`config.mk`:
```
export PLATFORM = sky130hd
export DESIGN_NAME = fp_exponent_adjust
export DESIGN_NICKNAME = d
export VERILOG_FILES = /design/src/rtl/fp_exp_pkg.sv /design/src/rtl/fp_pipe_stage.sv /design/src/rtl/fp_exponent_adjust.sv
export SDC_FILE = /design/constraint.sdc
export NUM_CORES = 1
export LEC_CHECK = 0
export ABC_CLOCK_PERIOD_IN_PS = 5600
export BUFFER_PORTS_ARGS = -buffer_cell sky130_fd_sc_hd__buf_2
export CORE_MARGIN = 5
export CORE_UTILIZATION = 50
export CTS_BUF_LIST = sky130_fd_sc_hd__clkbuf_8
export DETAILED_ROUTE_END_ITERATION = 10
export GPL_ROUTABILITY_DRIVEN = 0
export GPL_TIMING_DRIVEN = 1
export PLACE_DENSITY = 0.79
export SYNTH_ARGS = -nofsm -noshare
export SYNTH_HDL_FRONTEND = slang
export SYNTH_SLANG_ARGS = --single-unit
export TNS_END_PERCENT = 5
```
`constraint.sdc`:
```
create_clock -name clk -period 5.6 [get_ports clk]
set_input_delay 0.56 -clock clk [delete_from_list [all_inputs] [get_ports clk]]
set_output_delay 0.56 -clock clk [all_outputs]
set_load 0.02 [all_outputs]
```
`src/rtl/fp_exp_pkg.sv`:
```
// fp_exp_pkg: shared exponent-path constants and types.
// Used by the exponent adjust unit and the result packer.
package fp_exp_pkg;

  localparam int EXP_W_DEF   = 8;
  localparam int SHAMT_W_DEF = 5;

  typedef enum logic [1:0] {
    EXP_NORMAL  = 2'd0,
    EXP_OVF     = 2'd1,
    EXP_UDF     = 2'd2,
    EXP_SPECIAL = 2'd3
  } exp_status_e;

  function automatic int emax(input int w);
    return (1 << w) - 1;
  endfunction

endpackage

```
`src/rtl/fp_pipe_stage.sv`:
```
// fp_pipe_stage: valid/ready register slice.
// Loads when empty or when downstream takes the held beat.
module fp_pipe_stage #(
  parameter int W = 8
) (
  input  logic         clk,
  input  logic         rst_n,
  input  logic         in_valid,
  output logic         in_ready,
  input  logic [W-1:0] in_data,
  output logic         out_valid,
  input  logic         out_ready,
  output logic [W-1:0] out_data
);

  logic load;

  assign load     = !out_valid || out_ready;
  assign in_ready = load;

  // hold the beat until downstream accepts it
  always_ff @(posedge clk or negedge rst_n) begin
    if (!rst_n) begin
      out_valid <= 1'b0;
      out_data  <= '0;
    end else if (load) begin
      out_valid <= in_valid;
      if (in_valid) out_data <= in_data;
    end
  end

endmodule

```
`src/rtl/fp_exponent_adjust.sv`:
```
// fp_exponent_adjust: two-stage exponent adjust with
// overflow saturation, flush-to-zero and sticky flags.
module fp_exponent_adjust
  import fp_exp_pkg::*;
#(
  parameter int EXP_W   = EXP_W_DEF,
  parameter int SHAMT_W = SHAMT_W_DEF
) (
  input  logic               clk,
  input  logic               rst_n,
  input  logic               in_valid,
  output logic               in_ready,
  input  logic [EXP_W-1:0]   exp_in,
  input  logic [SHAMT_W-1:0] shamt,
  input  logic               dir_right,
  input  logic               round_inc,
  input  logic               zero_in,
  output logic               out_valid,
  input  logic               out_ready,
  output logic [EXP_W-1:0]   exp_out,
  output logic               ovf,
  output logic               udf,
  output logic               ovf_sticky,
  output logic               udf_sticky,
  input  logic               clr_flags
);

  localparam int IW = EXP_W + 2;
  localparam logic [IW-1:0] EMAX_X =
    IW'(emax(EXP_W));
  localparam logic [EXP_W-1:0] EMAX_E =
    EXP_W'(emax(EXP_W));

  typedef struct packed {
    logic [IW-1:0] t;
    logic          rnd;
    logic          zero;
    logic          special;
  } s1_t;

  typedef struct packed {
    logic [EXP_W-1:0] e;
    logic             o;
    logic             u;
  } s2_t;

  s1_t         s1_d, s1_q;
  s2_t         s2_d, s2_q;
  logic        s1_valid;
  logic        s2_rdy;
  logic [IW-1:0] exp_x, sh_x, r;
  exp_status_e st;

  assign exp_x = IW'(exp_in);
  assign sh_x  = IW'(shamt);

  // stage 1: apply the normalisation shift
  always_comb begin
    s1_d         = '0;
    s1_d.t       = dir_right ? exp_x + sh_x
                             : exp_x - sh_x;
    s1_d.rnd     = round_inc;
    s1_d.zero    = zero_in;
    s1_d.special = (exp_in == EMAX_E);
  end

  fp_pipe_stage #(.W($bits(s1_t))) u_s1 (
    .clk       (clk),
    .rst_n     (rst_n),
    .in_valid  (in_valid),
    .in_ready  (in_ready),
    .in_data   (s1_d),
    .out_valid (s1_valid),
    .out_ready (s2_rdy),
    .out_data  (s1_q)
  );

  // stage 2: rounding carry, then classify the result
  always_comb begin
    r  = s1_q.t + IW'(s1_q.rnd);
    st = EXP_NORMAL;
    if (s1_q.zero)                        st = EXP_UDF;
    else if (s1_q.special)                st = EXP_SPECIAL;
    else if ($signed(r) >= $signed(EMAX_X)) st = EXP_OVF;
    else if ($signed(r) <= 0)             st = EXP_UDF;
    s2_d   = '0;
    unique case (st)
      EXP_SPECIAL: s2_d.e = EMAX_E;
      EXP_OVF: begin
        s2_d.e = EMAX_E;
        s2_d.o = 1'b1;
      end
      EXP_UDF: begin
        s2_d.e = '0;
        s2_d.u = !s1_q.zero;
      end
      default: s2_d.e = r[EXP_W-1:0];
    endcase
  end

  fp_pipe_stage #(.W($bits(s2_t))) u_s2 (
    .clk       (clk),
    .rst_n     (rst_n),
    .in_valid  (s1_valid),
    .in_ready  (s2_rdy),
    .in_data   (s2_d),
    .out_valid (out_valid),
    .out_ready (out_ready),
    .out_data  (s2_q)
  );

  assign exp_out = s2_q.e;
  assign ovf     = s2_q.o;
  assign udf     = s2_q.u;

  logic xfer;
  assign xfer = out_valid && out_ready;

  // sticky flags: a flagged transfer beats a clear
  always_ff @(posedge clk or negedge rst_n) begin
    if (!rst_n) begin
      ovf_sticky <= 1'b0;
      udf_sticky <= 1'b0;
    end else begin
      if (xfer && ovf)    ovf_sticky <= 1'b1;
      else if (clr_flags) ovf_sticky <= 1'b0;
      if (xfer && udf)    udf_sticky <= 1'b1;
      else if (clr_flags) udf_sticky <= 1'b0;
    end
  end

endmodule
```
* Word-level counts from Yosys, hierarchy flattened *
Index checks and enable logic that the tools add are counted.

operators by class
  add/subtract/negate cells = 3
  magnitude comparators = 2
  equal/unequal tests = 4
  mux-type cells = 11
  reduce and logical (&&, ||, !) cells = 13

operator list
  kind                   number
  $pmux W8 S2            1
  $add A10 B1 Y10        1
  $ge A10 B9 Y1 const B  1
  $le A10 B1 Y1 const B  1
  $mux W10               1
  $add A8 B5 Y9          1
  $sub A8 B5 Y9          1
  $eq A8 B8 Y1 const B   1
  $mux W2                4
  $mux W1                5
  $eq A2 B2 Y1 const B   2
  $reduce_and A2 Y1      2
  $reduce_bool A2 Y1     2
  $logic_and A1 B1 Y1    3
  $logic_not A1 Y1       3
  $eq A2 B1 Y1 const B   1
  $logic_or A1 B1 Y1     2
  $reduce_or A2 Y1       1

word-level totals
  bits in registers = 27
  bits of input ports = 21
  output and inout port bits = 14
  logic and storage cells = 39

* Depth between registers and ports, before layout *
  depth after elaboration = 9
  mapped depth = 9
  gate-level depth less buffers = 9

* Modules after synthesis *
A second synthesis with hierarchy kept.

unflattened totals
  cell total of the unflattened synthesis = 207
  area, all modules = 2118.3 µm²

by module, submodules not included
  module                 times used  cells an instance  area each (µm²)  sequential area each (µm²)
  fp_exponent_adjust     1           152                1066.0           50.0
  fp_pipe_stage at u_s1  1           31                 586.8            350.3
  fp_pipe_stage at u_s2  1           24                 465.4            275.3

* Worst setup path after synthesis *
No wires, ideal clock.

  kind = register to register
  from = reg u_s1.out_data[2]
  to = reg u_s2.out_data[0]
  setup time = 121 ps
  arrival time = 1923 ps
  data required time = 5479 ps
  slack = 3556 ps
  cell stages (with the launch flop) = 10
  buffers on the path = 1
  clock period less this slack = 2044 ps
  cells stage by stage = dfrtp_1 > ha_1 > ha_1 > buf_2 > xor2_1 > nand3_1 > o311ai_1 > a41oi_1 > nor2b_1 > a22o_1

on the way
  word-level cells in the longest chain between the ends = 8
  elaborated cells between the ends (all ways) = 9
  classes of those cells = add/sub: 1; order compare: 2; eq/ne: 1; mux: 5

RTL lines
  what                      line                      source
  start: declaration        fp_pipe_stage.sv:13       output logic [W-1:0] out_data
  start signal: assignment  fp_pipe_stage.sv:28       if (in_valid) out_data <= in_data;
  $add A10 B1 Y10 (*)       fp_exponent_adjust.sv:80  r = s1_q.t + IW'(s1_q.rnd);
  $le A10 B1 Y1             fp_exponent_adjust.sv:85  else if ($signed(r) <= 0) st = EXP_UDF;
  $mux W2                   fp_exponent_adjust.sv:85
  $mux W2 (*)               fp_exponent_adjust.sv:84  else if ($signed(r) >= $signed(EMAX_X)) st = EXP_OVF;
  $mux W2 (*)               fp_exponent_adjust.sv:83  else if (s1_q.special) st = EXP_SPECIAL;
  $mux W2 (*)               fp_exponent_adjust.sv:82  if (s1_q.zero) st = EXP_UDF;
  $eq A2 B2 Y1 (*)          fp_exponent_adjust.sv:87  unique case (st)
  $mux W1 (*)               fp_exponent_adjust.sv:87
  end signal: assignment    fp_pipe_stage.sv:28
  end: declaration          fp_pipe_stage.sv:13

Mark *: on every way between the ends. The rest lies on a longest branch, timed or not.
A chain may end at the register's enable or synchronous reset.

* Final worst setup path *
  from = reg u_s1.out_data[2]
  to = reg u_s2.out_data[4]

on the way
  word-level cells in the longest chain between the ends = 9
  elaborated cells between the ends (all ways) = 12
  classes of those cells = add/sub: 1; order compare: 2; eq/ne: 3; mux: 5; reduce/logical: 1

RTL lines
  what                                          line
  $add A10 B1 Y10 (*)                           fp_exponent_adjust.sv:80
  $le A10 B1 Y1                                 fp_exponent_adjust.sv:85
  $mux W2                                       fp_exponent_adjust.sv:85
  $mux W2                                       fp_exponent_adjust.sv:84
  $mux W2                                       fp_exponent_adjust.sv:83
  $mux W2                                       fp_exponent_adjust.sv:82
  $eq A2 B1 Y1 or $eq A2 B2 Y1 (tied branches)  fp_exponent_adjust.sv:87
  $reduce_or A2 Y1 (no line)                    -
  $pmux W8 S2 (*)                               fp_exponent_adjust.sv:87

Marked as above.

==> results_dict.tcl <==
set metrics [dict create \
    dp_hpwl_microns 3140 \
    fp.dieH_microns 72.9 \
    hp-class "input pin to async pin" \
    relSlewSlack_pct 57.0 \
    rows 22 \
    reg2regPathDepth 8 \
    worstSetupStartpointType "register" \
    r2r_slack_ps 3310 \
    arrival_ps 2510 \
    pin_count 35 \
    worstMarginPinSlew_ps 644 \
    status "finished, final reports clean" \
    post-route-cell-area_sq_mm 0.00218 \
    ctsResizeCount 0 \
    cts_tree "yes" \
    fin_cells 295 \
    fmax_ghz 0.436 \
    worstPathCellList "ha_1, ha_1, xor2_1, nand3_1, o311ai_1, a41oi_1, nor3_1, a221o_1" \
    crit_start "u_s1.out_data[2]" \
    final_hold_viol_count 0 \
    htree_levels 1 \
    cp.required_ps 5820 \
    maxCapViolations 0 \
    syn-cell-area_sq_mm 0.00198 \
    critPathMaxStageDelay_ps 410 \
    drive_gt1_share_pct 20.6 \
    drt-pass1-iter-count 4 \
    async_flop_share_pct 100 \
    drtIter0Drc 78 \
    slew_violations 0 \
    dieArea_sq_mm 0.00532 \
    finalCritPeriodShare_pct 41.0 \
    cts_setup_buffers 0 \
    synth_cells 221 \
    grt_pass1_wl_microns 6750 \
    synth-main-ff-cell "dfrtp_1" \
    clock_path_buffers 2 \
    period_minus_slack_ps 2290 \
    path_class "register to register" \
    worstPathMaxFanout 8 \
    ir_drop_v 0.000104 \
    cts.sinks 27 \
    critPathMostFrequentCell "ha_1" \
    insertion_delay_ps 270 \
    synthTopCellsByArea "dfrtp_1 (34%), ha_1 (8.2%), nand2_1 (5.1%), o21ai_0 (4.8%), nor2_1 (2.7%)" \
    placed_area_sq_mm 0.00214 \
    route.detailed.drc 0 \
    fin_nets 284 \
    p_per_area_mw_per_mm2 264 \
    area_growth_pct 10.3 \
    io_buffers 34 \
    core_area_sq_mm 0.00374 \
    routed_wl_microns 3990 \
    numCtsBuffers 3 \
    grt_max_degree 28 \
    synth_nets 257 \
    ys_types 52 \
    antenna_found_initial 0 \
    drt.antenna.violating_nets 0 \
    tns_ps 0 \
    synth_top_area_share_pct 34.1 \
    rsz0062_at_grt "no" \
    r2r-end "u_s2.out_data[4]" \
    overflow 0 \
    crit-reg2reg-launch "u_s1.out_data[2]" \
    synth-seq-cells 27 \
    fillers 353 \
    clk_pin_slew_ps 90 \
    worst_clock_skew_ps 1.96 \
    synth_seq_area_share_pct 34.1 \
    cp-end-kind "register" \
    cts_hold_buf 0 \
    critPathSlowestCell "dfrtp_1" \
    yosysWarnings 0 \
    endpoint "u_s2.out_data[4]" \
    synth_top_area_cell "dfrtp_1" \
    synth_area_per_cell_sq_um 8.96 \
    start_util_pct 52.9 \
    clock-root-buffer "clkbuf_8" \
    setup_viol 0 \
    dp.cells 291 \
    most-common-layout-cells "buf_2 (34), nand2_1 (27), dfrtp_1 (27), o21ai_0 (19), nor2_1 (14)" \
    die_w_microns 72.9 \
    wire_per_inst_microns 13.5 \
    synth_edf_count 0 \
    via_per_inst 5.63 \
    antennaDiodeCount 0 \
    grt_pass1_vias 1549 \
    vias 1662 \
    grt_usage_pct 15.8 \
    leakagePower_nw 0.980 \
    layout_commonest_cell "buf_2" \
    utilization_pct 58.3 \
]
-- synthesized netlist by cell type, types with 2 or more instances --
master / instances
clkbuf_2: 3
nor3_1: 5
nor4_1: 2
clkbuf_1: 3
mux2_2: 4
or2_1: 2
or3_1: 2
xnor2_1: 6
ha_1: 13
buf_4: 4
a21oi_1: 7
nand2b_1: 5
a221o_1: 3
nor2b_1: 4
xor2_1: 5
nor2_1: 14
fa_1: 2
o211a_1: 2
a22o_1: 2
nand4_1: 4
o221ai_1: 2
nand3_1: 9
nand2_1: 27
inv_1: 12
o21ai_0: 19
o21bai_1: 2
o21a_1: 5
o31ai_1: 3
dfrtp_1: 27
-- worst min-delay path by stage --
stage	to	slack, ps	depth (start not counted)
final	u_s1.out_data[10]	270	1
after global routing	u_s2.out_data[7]	340	1
after CTS	u_s1.out_data[6]	290	1
after detailed placement	u_s2.out_data[7]	480	1
after global placement	u_s2.out_data[7]	470	1
after floorplan	ovf_sticky	260	0
-- final cells by class --
cell class | instances | area, sq um | area share (%)
clock buffer | 3 | 41.3 | 1.89
clock inverter | 1 | 5.00 | 0.229
inverter | 12 | 45.0 | 2.06
multi-input combinational | 170 | 1190 | 54.3
sequential | 27 | 676 | 30.9
tap | 48 | 60.1 | 2.75
timing repair buffer | 34 | 170 | 7.79
-- kinds of logic after synthesis --
group	count (synthesis)	synth area share [%]
XOR/XNOR	11	4.87
AND/OR/NAND/NOR	84	23.1
adder cells (fa/ha/maj)	15	10.2
AO/OA/AOI/OAI	55	18.9
flip-flops	27	34.1
buffers and inverters	24	5.94
multiplexers	5	2.78
-- state kept, by name, summed over array words and instances, names as in the netlist --
register / cells
ovf_sticky: 1
u_s1.out_data: 13
u_s1.out_valid: 1
u_s2.out_data: 10
u_s2.out_valid: 1
udf_sticky: 1
-- where the power goes --
part | switching, mW | leakage, nW | internal, mW | total (mW)
Clock | 0.0598 | 0.0255 | 0.0499 | 0.110
Sequential | 0.0434 | 0.338 | 0.227 | 0.270
Combinational | 0.111 | 0.617 | 0.0843 | 0.196
Total | 0.215 | 0.980 | 0.361 | 0.576
-- layer usage --
layer | wire length, microns | GRT usage (%) | vias up
li1 | - | - | 835
met1 | 1750 | 19.2 | 768
met2 | 1940 | 27.8 | 52
met3 | 218 | 1.38 | 7
met4 | 73 | 7.99 | 0
met5 | 0 | 0 | -
-- critical path, delay by kind of cell (launching register included) --
| family | cells | cell delay (ps) |
|---|---|---|
| AND/OR/NAND/NOR | 2 | 420 |
| adder cells (fa/ha/maj) | 2 | 490 |
| AO/OA/AOI/OAI | 3 | 670 |
| flip-flops | 1 | 410 |
| XOR/XNOR | 1 | 250 |
-- through the flow --
| stage | power (mW) | hold slack [ps] | setup WS [ps] |
|---|---|---|---|
| 2_1_floorplan | 0.418 | 264 | 3560 |
| 5_1_grt | 0.613 | 335 | 3080 |
| 4_1_cts | 0.579 | 291 | 3320 |
| 3_5_place_dp | 0.470 | 481 | 3260 |
| 6_report | 0.576 | 274 | 3310 |
| 3_3_place_gp | 0.463 | 469 | 3300 |
Power figures use the tool's default switching activity.
